### config.mk
export PLATFORM = sky130hd
export DESIGN_NAME = spike_synapse
export DESIGN_NICKNAME = d
export VERILOG_FILES = /design/src/rtl/neuron_pkg.sv /design/src/rtl/spike_delay_ring.sv /design/src/rtl/spike_synapse.sv
export SDC_FILE = /design/constraint.sdc
export NUM_CORES = 1
export LEC_CHECK = 0
export ABC_AREA = 1
export CAP_MARGIN = 20
export CORE_AREA = 2 2 102 104
export DETAILED_ROUTE_END_ITERATION = 7
export DIE_AREA = 0 0 104 106
export GPL_TIMING_DRIVEN = 0
export PLACE_DENSITY = 0.75
export SETUP_SLACK_MARGIN = 0.1
export SLEW_MARGIN = 0
export SYNTH_ARGS = -nofsm -noshare
export SYNTH_HDL_FRONTEND = slang
export SYNTH_HIERARCHICAL = 1
export SYNTH_SLANG_ARGS = --single-unit
### constraint.sdc
create_clock -name clk -period 6.1 [get_ports clk]
set_input_delay 0.915 -clock clk [delete_from_list [all_inputs] [get_ports clk]]
set_output_delay 0.915 -clock clk [all_outputs]
set_load 0.05 [all_outputs]
### src/rtl/neuron_pkg.sv
// Shared fixed-point definitions for the neuron/synapse datapaths.
//   WIDTH_DEF / FR_WIDTH_DEF : default signed fixed-point format (1.0 = 2^FR_WIDTH_DEF)
//   fix_t                    : default-width signed fixed-point value
//   sat_add                  : add two values and clamp the result to a signed
//                              range of the given bit width
package neuron_pkg;

    localparam int WIDTH_DEF    = 20;
    localparam int FR_WIDTH_DEF = 11;

    typedef logic signed [WIDTH_DEF-1:0] fix_t;

    // Operands are carried at 64 bits so callers of any width up to 62 bits
    // can sign-extend into it without overflow; the result is clamped to
    // [-2^(width-1), 2^(width-1)-1] and the caller truncates back to width.
    function automatic logic signed [63:0] sat_add(
        input logic signed [63:0] a,
        input logic signed [63:0] b,
        input int unsigned        width
    );
        logic signed [63:0] s;
        logic signed [63:0] hi;
        logic signed [63:0] lo;
        s  = a + b;
        hi = (64'sd1 <<< (width - 1)) - 64'sd1;
        lo = -(64'sd1 <<< (width - 1));
        if (s > hi)
            return hi;
        else if (s < lo)
            return lo;
        else
            return s;
    endfunction

endpackage

### src/rtl/spike_delay_ring.sv
// Axonal delay line for one synapse, built as a ring of one-bit arrival slots.
//   clk, reset : clock and synchronous active-high reset
//   spike_in   : presynaptic spike, sampled each rising edge
//   delay      : delay for the spike sampled this edge (clamped to DELAY_MAX)
//   arrive     : combinational, slot under the read pointer (arrives this edge)
//   pending    : registered, 1 while any slot is occupied
//   collision  : registered pulse, new spike landed on an occupied slot
module spike_delay_ring #(
    parameter  int DELAY_MAX = 15,
    localparam int DW        = $clog2(DELAY_MAX + 1)
) (
    input  logic          clk,
    input  logic          reset,
    input  logic          spike_in,
    input  logic [DW-1:0] delay,
    output logic          arrive,
    output logic          pending,
    output logic          collision
);

    // One extra slot beyond DELAY_MAX+1 keeps the write target distinct from
    // the slot being read and cleared on the same edge.
    localparam int DEPTH = DELAY_MAX + 2;
    localparam int PW    = $clog2(DEPTH);

    localparam logic [PW:0]   DEPTH_W = (PW + 1)'(DEPTH);
    localparam logic [PW-1:0] LAST    = PW'(DEPTH - 1);
    localparam logic [DW-1:0] DMAX    = DW'(DELAY_MAX);

    logic [DEPTH-1:0] slots;
    logic [DEPTH-1:0] slots_nx;
    logic [PW-1:0]    ptr;
    logic [PW-1:0]    ptr_nx;
    logic [PW-1:0]    tgt;
    logic [PW:0]      tsum;
    logic [DW-1:0]    dly;
    logic             coll_nx;

    always_comb begin
        dly      = (delay > DMAX) ? DMAX : delay;
        tsum     = (PW + 1)'(ptr) + (PW + 1)'(dly) + (PW + 1)'(1);
        tgt      = (tsum >= DEPTH_W) ? PW'(tsum - DEPTH_W) : PW'(tsum);
        ptr_nx   = (ptr == LAST) ? '0 : ptr + PW'(1);
        arrive   = slots[ptr];

        slots_nx      = slots;
        slots_nx[ptr] = 1'b0;
        coll_nx       = 1'b0;
        if (spike_in) begin
            coll_nx       = slots[tgt];
            slots_nx[tgt] = 1'b1;
        end
    end

    always_ff @(posedge clk) begin
        if (reset) begin
            slots     <= '0;
            ptr       <= '0;
            pending   <= 1'b0;
            collision <= 1'b0;
        end else begin
            slots     <= slots_nx;
            ptr       <= ptr_nx;
            pending   <= |slots_nx;
            collision <= coll_nx;
        end
    end

endmodule

### src/rtl/spike_synapse.sv
// Single synapse: delays a presynaptic spike, then adds a signed weight into an
// exponentially decaying synaptic current.
//   clk, reset : clock and synchronous active-high reset
//   spike_in   : presynaptic spike (upstream synout)
//   weight     : signed fixed-point weight, read on the arrival edge
//   delay      : axonal delay captured with each spike
//   isyn       : registered synaptic current (downstream synin)
//   pending    : registered, 1 while any spike is in flight
//   collision  : registered pulse, two spikes merged into one arrival
module spike_synapse
    import neuron_pkg::*;
#(
    parameter  int WIDTH       = WIDTH_DEF,
    parameter  int FR_WIDTH    = FR_WIDTH_DEF,
    parameter  int DELAY_MAX   = 15,
    parameter  int DECAY_SHIFT = 4,
    localparam int DW          = $clog2(DELAY_MAX + 1)
) (
    input  logic                    clk,
    input  logic                    reset,
    input  logic                    spike_in,
    input  logic signed [WIDTH-1:0] weight,
    input  logic        [DW-1:0]    delay,
    output logic signed [WIDTH-1:0] isyn,
    output logic                    pending,
    output logic                    collision
);

    if (FR_WIDTH < 0 || FR_WIDTH >= WIDTH) begin : g_bad_format
        $error("spike_synapse: FR_WIDTH must lie in [0, WIDTH-1]");
    end

    localparam int AW = WIDTH + 2;
    localparam logic signed [AW-1:0] ONE_A = AW'(1);
    // Bias added before the arithmetic shift of a negative value so the
    // quotient truncates toward zero instead of toward minus infinity.
    localparam logic signed [AW-1:0] RND   = AW'((1 << DECAY_SHIFT) - 1);

    logic                    arrive;
    logic signed [AW-1:0]    cur;
    logic signed [AW-1:0]    dec;
    logic signed [AW-1:0]    add;
    logic signed [AW-1:0]    acc;
    logic signed [WIDTH-1:0] isyn_nx;

    spike_delay_ring #(
        .DELAY_MAX (DELAY_MAX)
    ) u_ring (
        .clk       (clk),
        .reset     (reset),
        .spike_in  (spike_in),
        .delay     (delay),
        .arrive    (arrive),
        .pending   (pending),
        .collision (collision)
    );

    always_comb begin
        cur = AW'(isyn);
        if (isyn[WIDTH-1])
            dec = (cur + RND) >>> DECAY_SHIFT;
        else
            dec = cur >>> DECAY_SHIFT;
        // Small magnitudes would otherwise stall above zero forever.
        if (dec == '0 && isyn != '0)
            dec = isyn[WIDTH-1] ? -ONE_A : ONE_A;
        add     = arrive ? AW'(weight) : '0;
        acc     = cur - dec + add;
        isyn_nx = WIDTH'(sat_add(64'(acc), 64'sd0, WIDTH));
    end

    always_ff @(posedge clk) begin
        if (reset)
            isyn <= '0;
        else
            isyn <= isyn_nx;
    end

endmodule

* After elaboration in Yosys (flattened, before gate mapping)
Cells that the tools add are included.
Operators by class: multiplexer cells 17, add/sub/neg operators 7, reduce and logical (&&, ||, !) cells 9, bitwise logic cells 4, order comparisons 8, eq/ne operators 1
Operators by type and width (number):
- $mux 22 | 4
- $add 22x22->22 | 1
- $gt 22x20->1 const B | 1
- $logic_not 22->1 | 1
- $lt 22x20->1 const B | 1
- $sub 20x22->22 | 1
- $add 20x5->21 const B | 1
- $mux 20 | 1
- $reduce_bool 20->1 | 1
- $mux 19 | 1
- $and 17x17->17 | 1
- $mux 17 | 1
- $not 17->17 | 1
- $or 17x17->17 | 1
- $reduce_or 17->1 | 1
- $lt 5x6->1 const B | 2
- $bmux 1 s5 | 2
- $demux 1 s5 | 2
- $ge 5x1->1 const B | 2
- $add 5x4->6 | 1
- $add 6x1->6 const B | 1
- $ge 6x5->1 const B | 1
- $reduce_or 2->1 | 3
- $add 5x1->5 const B | 1
- 8 further kinds | 13
Storage, ports and cells: flip-flop bits (word level) 44, input port bits 27

* Longest topological paths before layout
Gate-level depths: netlist of run 1.
depth in word-level cells 13, depth in mapped cells 32, mapped depth without buffers 30

* By module
The synthesis of run 1 kept the hierarchy.
Modules (own cells, without submodules):
- spike_synapse | area an instance 3334.4 sq um, sequential area each 400.4 sq um, instances 1, cells an instance 567
- spike_delay_ring | area an instance 1980.6 sq um, sequential area each 480.5 sq um, instances 1, cells an instance 306

* Worst setup path before layout of run 1
OpenSTA, ideal clock, no wires.
path type flip-flop to flip-flop, start point reg isyn[9], end point reg isyn[10], stages on the path, launching flop included 26, required time 5986 ps, setup time 114 ps, path slack 1974 ps, data arrival time 4012 ps, path through dfxtp_1 > inv_1 > nor2_2 > nand2_1 > nor2_1 > nand2_1 > xor2_1 > nand3_1 > nor2_2 > nand2_2 > buf_6 > nand2_1 > nand2_1 > fa_1 > ha_1 > nand2_1 > nor2_1 > nand2_1 > nand3b_1 > nand3_1 > nand2_1 > nand2_1 > nand2_1 > nand3_2 > buf_4 > nand2_1
Between the ends: cells in the longest elaborated chain, start to end 10, elaborated cells between the ends (all ways) 12
RTL lines:
- from (decl) | line spike_synapse.sv:24 | output logic signed [WIDTH-1:0] isyn,
- from (signal assigned) | line spike_synapse.sv:76 | isyn <= isyn_nx;
- $add 20x5->21 | line spike_synapse.sv:61 | dec = (cur + RND) >>> DECAY_SHIFT;
- $mux 22 | line spike_synapse.sv:60 | if (isyn[WIDTH-1])
- $logic_not 22->1 | line spike_synapse.sv:65 | if (dec == '0 && isyn != '0)
- $logic_and 1x1->1 | line spike_synapse.sv:65
- $mux 22 | line spike_synapse.sv:65
- $sub 20x22->22 (*) | line spike_synapse.sv:68 | acc = cur - dec + add;
- $add 22x22->22 (*) | line spike_synapse.sv:68
- $lt 22x20->1 | line neuron_pkg.sv:29 | else if (s < lo)
- $mux 20 | line neuron_pkg.sv:29
- $mux 19 (*) | line neuron_pkg.sv:27 | if (s > hi)
Every way passes the cells marked *; elsewhere a longest branch is shown, timed or not. A chain may end at the register's enable or synchronous reset.

* Worst setup path after layout of run 1
start point reg u_ring.ptr[1], end point reg isyn[10]
Between the ends: cells in the longest elaborated chain, start to end 7, elaborated cells between the ends (all ways) 8
RTL lines:
- from (decl) | line spike_delay_ring.sv:32 | logic [PW-1:0] ptr;
- from (signal assigned) | line spike_delay_ring.sv:63 | ptr <= ptr_nx;
- $bmux 1 s5 (*) | line spike_delay_ring.sv:44 | arrive = slots[ptr];
- $mux 1 (implied by the code) (*) | line spike_delay_ring.sv:44
- net arrive | line spike_synapse.sv:39 | logic arrive;
- $mux 22 (*) | line spike_synapse.sv:67 | add = arrive ? AW'(weight) : '0;
- $add 22x22->22 (*) | line spike_synapse.sv:68
- $lt 22x20->1 | line neuron_pkg.sv:29
- $mux 20 | line neuron_pkg.sv:29
- $mux 19 (*) | line neuron_pkg.sv:27
The timed path passes the listed nets; every way through them passes the cells marked *. The select of a mux whose other input is x is not followed.

==> summary.txt, run 1 <==
Status
  • Outcome: completed

Place
  • DPL Wire Length: approximately 12 mm
  • Placed cell count: 1,057
  • Routability cong.: 1.001
  • Port Buffers: 48

Routing
  • Initial DRC Count: 470
  • Vias: approximately 5,500
  • Routed vias/inst: just over 5
  • ANT nets after route: 0
  • Final wirelength: between 10 and 15 mm
  • WL per Instance: between 10 and 15 µm
  • DRC: 0
  • Total iterations of the first detailed-routing run: 5

Cells and area
  • Number of nets in the layout: around 1,000
  • Reg area: a little under 900 µm²
  • Fraction of layout cells with a size suffix above 1: between 7 and 8%
  • Antenna Cells: 0
  • Area grow syn2layout: 14.41%
  • Finished Layout Cells: 1,065
  • # fillers: between 1,000 and 1,500
  • Multi-input logic area: roughly 3800 µm²

STA
  • RSZ-0062 raised after global routing: false
  • Fmax: about 0.21 GHz
  • Final Hold Vio Count: 0
  • Clock skew: between 0.015 and 0.02 ns
  • Final number of max-transition violations: 0
  • Minimum clock period: 4.799 ns
  • Actual slew at the worst max-slew pin: between 0.6 and 0.7 ns
  • Setup violators final: 0
  • Max-slew headroom: a little under 60%
  • Final period util: 78.67%
  • Sum Neg Setup Slack: 0 ns

Clocking
  • Root buf cell: clkbuf_8
  • # Post-CTS Setup Buffers: 0
  • Clock sinks: 44
  • Num CTS Buffers: 5
  • Clk buf depth: 2
  • CTS tree: built
  • Clock transition at path regs: roughly 0.090 ns
  • Cts hold-fix bufs: 0
  • Clock latency on the worst-skew pair: ~0.32 ns
  • H-Tree Depth: 2
  • Resized Gates After CTS: 0

Yosys
  • Synth Cell Area: ~5300 µm²
  • Synthesized flop and latch total: between 40 and 50
  • Post-synthesis mux area share: 0%
  • Synth Instances: approximately 870
  • Syn Nets: about 950
  • Synth unique cells: 39
  • Post-Synth Adder-Cell Area: 15.44%
  • Ys Warns: 6
  • Post-synth EDFFs: 0
  • Post-synthesis compound-gate area fraction: under 10%
  • Combinational family with the most area after synthesis: simple AND/OR/NAND/NOR gates
  • Avg Cell Area, Syn: roughly 6.1 µm²
  • Post-Synth Simple-Gate Area: 43.24%
  • Main synth FF type: dfxtp_1
  • XOR/XNOR Fraction of Synth Area: 3.296%
  • Sequential share of the synthesized area: 16.57%
  • Asr flop ratio synth: 0%

Floorplan
  • Die W: 104 µm
  • Initial Util: a little over half
  • Row count: 37
  • Die height: between 100 and 150 µm
  • Io pins: roughly 50
  • Core area: between 9000 and 10,000 µm²
  • DIE AREA: 11,020 µm²

Setup path
  • Startpoint types: flip-flop
  • Critical Path RT: 6.35 ns
  • Flop2flop setup slack: roughly 1.3 ns
  • Setup CP Type: reg2reg
  • Crit end category: flip-flop
  • CP Data Arrival Time: ~5.1 ns
  • Worst-path fanout max: 10

Global route
  • Grt ovf: 0
  • GRT Resource Usage Total: a little over a quarter
  • Vias in the first global route: between 5,000 and 6,000
  • First-pass GRT wire length: 23.95 mm
  • Initial antenna violation count: 0
  • Largest net degree at the start of global routing: 16

Hold path
  • Hold Crit Class: reg2reg

Job
  • Total of max-cap violations: 0
[critical path, stage by stage (launching register included)]
cell,delay (ns)
dfxtp_1,0.43
clkbuf_1,0.36
inv_1,0.26
a21oi_1,0.15
o21ai_0,0.09
a21oi_1,0.25
a21oi_1,0.06
nand4_1,0.10
clkbuf_1,0.49
nand2_1,0.14
fa_1,0.53
inv_1,0.04
ha_1,0.34
nand2_1,0.11
inv_1,0.07
nand3_1,0.10
inv_1,0.05
a21oi_1,0.26
nand3_1,0.14
nand2_1,0.08
nand2_1,0.05
nand2_1,0.10
nand3_2,0.19
buf_4,0.25
nand2_1,0.08
[synthesized netlist by cell type (all sizes together) (2+ instances only)]
cell	count	area share, %
o21ai	35	3.4
nand3b	3	0.42
fa	21	7.9
nor2	90	7.5
ha	32	7.5
nor3	4	0.38
nand4	24	3.7
inv	141	10
o21bai	4	0.71
buf	7	1.3
clkbuf	9	0.64
a21oi	47	4.5
and2	2	0.24
xnor2	6	0.99
nand3	72	7.4
dfxtp	44	17
xor2	14	2.3
a31oi	2	0.24
nand2	310	23
[flip-flops by register name, summed over array words and instances, names as in the netlist]
register and cells:
u_ring/slots 17, u_ring/collision 1, isyn 20, u_ring/ptr 5, u_ring/pending 1
[stage by stage]
stage	setup slack [ns]	utilization (%)	cell area (µm²)	hold WS [ns]
floorplan	1.974	-	5315	0.4708
global placement	1.378	59.66	5966	0.5021
detailed placement	1.395	59.66	5966	0.5114
CTS	1.345	60.81	6081	0.5257
global route	0.9160	60.81	6081	0.5602
finish	1.301	60.81	6081	0.5275
[path summary, 6_finish.rpt]
kind,startpoint,endpoint,cells past startpoint
setup reg to reg,u_ring/ptr[1],isyn[10],24
hold reg to reg,u_ring/slots[12],u_ring/slots[12],2
hold / removal,u_ring/slots[12],u_ring/slots[12],2
setup / recovery,u_ring/ptr[1],isyn[10],24
[cell families after synthesis]
logic type               Yosys count
buffers and inverters            157
flip-flops                        44
AO/OA/AOI/OAI                     93
AND/OR/NAND/NOR                  506
adder cells (fa/ha/maj)           53
XOR/XNOR                          20
[cell usage in the layout, fill, tap and decap left out, types with 32 or more instances in the layout]
master           count
nand2_1            288
inv_1              133
nor2_1              77
nand3_1             67
clkdlybuf4s50_1     48
a21oi_1             46
dfxtp_1             44
o21ai_0             33
ha_1                32
[per-layer routing]
layer,vias up,wire (µm),GRT usage (%)
met5,-,0,0
met4,0,204,6.853
met3,17,1032,4.108
met2,188,6073,40.46
met1,2410,7242,39.96
li1,2850,-,-
[cell type report]
cell class | count | share of cell area [%]
Buffer | 16 | 1.667
Inverter | 141 | 8.745
Clock inverter | 3 | 0.7613
Multi-Input combinational cell | 672 | 62.51
Clock buffer | 5 | 1.132
Sequential cell | 44 | 14.49
Tap cell | 136 | 2.798
Timing Repair Buffer | 48 | 7.901
Power of run 1 is left out: the tool's default activity adds up to more than one toggle a clock period on the data nets, which glitch-free logic cannot reach.
==> inputs of run 2 (changes only) <==
--- a/config.mk
+++ b/config.mk
@@ -7,11 +7,11 @@
 export LEC_CHECK = 0
 export ABC_AREA = 1
 export CAP_MARGIN = 20
-export CORE_AREA = 2 2 102 104
+export CORE_AREA = 2 2 103 105
 export DETAILED_ROUTE_END_ITERATION = 7
-export DIE_AREA = 0 0 104 106
+export DIE_AREA = 0 0 105 107
 export GPL_TIMING_DRIVEN = 0
-export PLACE_DENSITY = 0.75
+export PLACE_DENSITY = 0.77
 export SETUP_SLACK_MARGIN = 0.1
 export SLEW_MARGIN = 0
 export SYNTH_ARGS = -nofsm -noshare
==> constraint.sdc (replaced) <==
create_clock -name clk -period 4.25 [get_ports clk]
set_input_delay 0.6375 -clock clk [delete_from_list [all_inputs] [get_ports clk]]
set_output_delay 0.6375 -clock clk [all_outputs]
set_load 0.05 [all_outputs]
==> summary.txt, run 2 (synthesized netlist as in run 1, its figures left out) <==
STA
  • Setup violators final: 0 (unchanged)
  • Clock skew: 0.01375 ns (-0.003622 ns)
  • Final period util: 96.35% (+18 points)
  • Actual slew at the worst max-slew pin: 0.5266 ns (-0.08991 ns)
  • RSZ-0062 raised after global routing: true
  • Fmax: 0.2442 GHz (+17%)
  • Final number of max-transition violations: 0 (unchanged)
  • Max-slew headroom: 64.79% (+5.9 points)
  • Final Hold Vio Count: 0 (unchanged)
  • Sum Neg Setup Slack: 0 ns (unchanged)
  • Minimum clock period: 4.095 ns (-0.7040 ns)

Floorplan
  • Io pins: 49 (unchanged)
  • Initial Util: 52.67% (-0.49 points)
  • Die height: 107 µm (+0.94%)
  • Row count: 37 (unchanged)
  • Core area: 10,090 µm² (+0.93%)
  • DIE AREA: 11,240 µm² (+1.9%)
  • Die W: 105 µm (+0.96%)

Setup path
  • Worst-path fanout max: 6 (-4)
  • Startpoint types: flip-flop
  • Flop2flop setup slack: 0.15 ns (-1.15 ns)
  • Setup CP Type: reg2reg
  • Critical Path RT: 4.50 ns (-1.85 ns)
  • Crit end category: flip-flop
  • Cell repeated most along the worst path: nand2_1
  • Worst path slowest cell: fa_1
  • CP Data Arrival Time: 4.35 ns (-0.70 ns)
  • Max incr delay on CP: 0.49 ns (-0.04 ns)

Routing
  • Initial DRC Count: 441 (-6.2%)
  • Total iterations of the first detailed-routing run: 5 (unchanged)
  • DRC: 0 (unchanged)
  • Final wirelength: 17.88 mm (+23%)
  • Vias: 6,089 (+11%)
  • ANT nets after route: 0 (unchanged)
  • Routed vias/inst: 5.520 (+7.6%)
  • WL per Instance: 16.21 µm (+19%)

Clocking
  • Clk buf depth: 2 (unchanged)
  • CTS tree: built
  • Cts hold-fix bufs: 0 (unchanged)
  • Clock transition at path regs: 0.09 ns (about the same)
  • Num CTS Buffers: 5 (unchanged)
  • Clock latency on the worst-skew pair: 0.32 ns (about the same)
  • Clock sinks: 44 (unchanged)
  • H-Tree Depth: 2 (unchanged)
  • Root buf cell: clkbuf_8

Place
  • DPL Wire Length: 12.75 mm (+6.5%)
  • Cell area after placement: 5966 µm² (unchanged)
  • Routability cong.: 1.045 (+4.4%)
  • Port Buffers: 48 (unchanged)
  • Placed cell count: 1,057 (unchanged)

Cells and area
  • Commonest non-fill, non-tap cell in the layout: nand2_1
  • Largest reg by FF count: isyn
  • Finished Layout Cells: 1,103 (+3.6%)
  • # fillers: 847 (-18%)
  • Fin area: 7136 µm² (+17%)
  • Most frequent cells in the layout: 248 x nand2_1, 126 x inv_1, 65 x nor2_1
  • Number of nets in the layout: 1,046 (+3.8%)
  • Max FFs per register: 20 (unchanged)
  • Biggest regs: isyn (20), u_ring/slots (17), u_ring/ptr (5)
  • Fraction of layout cells with a size suffix above 1: 24.61% (+17 points)
  • Antenna Cells: 0 (unchanged)
  • Area grow syn2layout: 34.25%

Global route
  • Grt ovf: 0 (unchanged)
  • Initial antenna violation count: 0 (unchanged)
  • First-pass GRT wire length: 25.47 mm (+6.3%)
  • Largest net degree at the start of global routing: 15 (-1)
  • GRT Resource Usage Total: 28.32% (+1.5 points)
  • Vias in the first global route: 5,193 (+2.6%)

Job
  • Total of max-cap violations: 0 (unchanged)

Status
  • Outcome: completed

Hold path
  • Hold Crit Class: reg2reg
[run 2: cell count changes in the layout (fill, tap and decap cells not counted), sizes merged]
cell	previous run	this run
clkbuf	14	15
clkinv	0	1
buf	7	44
nand3	72	73
inv	142	140
[run 2: worst paths after layout]
| check | end | depth (start not counted) | startpoint |
|---|---|---|---|
| setup / recovery | isyn[7] | 29 | isyn[2] |
| hold / removal | u_ring/ptr[4] | 2 | u_ring/ptr[4] |
| setup reg to reg | isyn[7] | 29 | isyn[2] |
| hold reg to reg | u_ring/ptr[4] | 2 | u_ring/ptr[4] |
[run 2: cell type report]
cell class | count | area, µm² | area share [%]
Sequential cell | 44 | 943.4 | 13.22
Timing Repair Buffer | 85 | 802.0 | 11.24
Clock buffer | 6 | 82.58 | 1.157
Inverter | 141 | 543.0 | 7.610
Buffer | 16 | 142.6 | 1.999
Tap cell | 136 | 170.2 | 2.385
Clock inverter | 2 | 38.79 | 0.5436
Multi-Input combinational cell | 673 | 4413 | 61.84
[run 2: stage by stage]
step | hold slack, ns | util [%] | setup slack [ns]
2_1_floorplan | 0.4708 | - | 0.1238
6_report | 0.5217 | 70.70 | 0.1550
3_3_place_gp | 0.4964 | 59.11 | -0.3322
4_1_cts | 0.5052 | 61.86 | 0.1120
5_1_grt | 0.5550 | 70.70 | -0.06505
3_5_place_dp | 0.4927 | 59.11 | -0.3625
[run 2: timing repair]
action	in CTS	in global routing
cloned	0	6
endpoints found under the setup margin	19	19
buffers inserted	3	29
pin swaps	3	71
gates resized for setup	35	170
[run 2: critical path: cells and delay by family (launching register included)]
family | cells | cell delay [ns]
and+or+nand+nor | 23 | 2.19
adders and majority gates | 2 | 0.83
buffers and inverters | 3 | 0.43
DFF | 1 | 0.38
xor gates and xnor gates | 1 | 0.20
[run 2: metal layers]
metal  global-route usage [%]  share of wire [%]  up-vias
li1                         -                  -     2934
met1                    41.97                 42     2808
met2                    43.92                 47      302
met3                    2.249                7.5       45
met4                    8.190                3.1        0
met5                        0                  0        -
Power of run 2 is left out for the same reason.
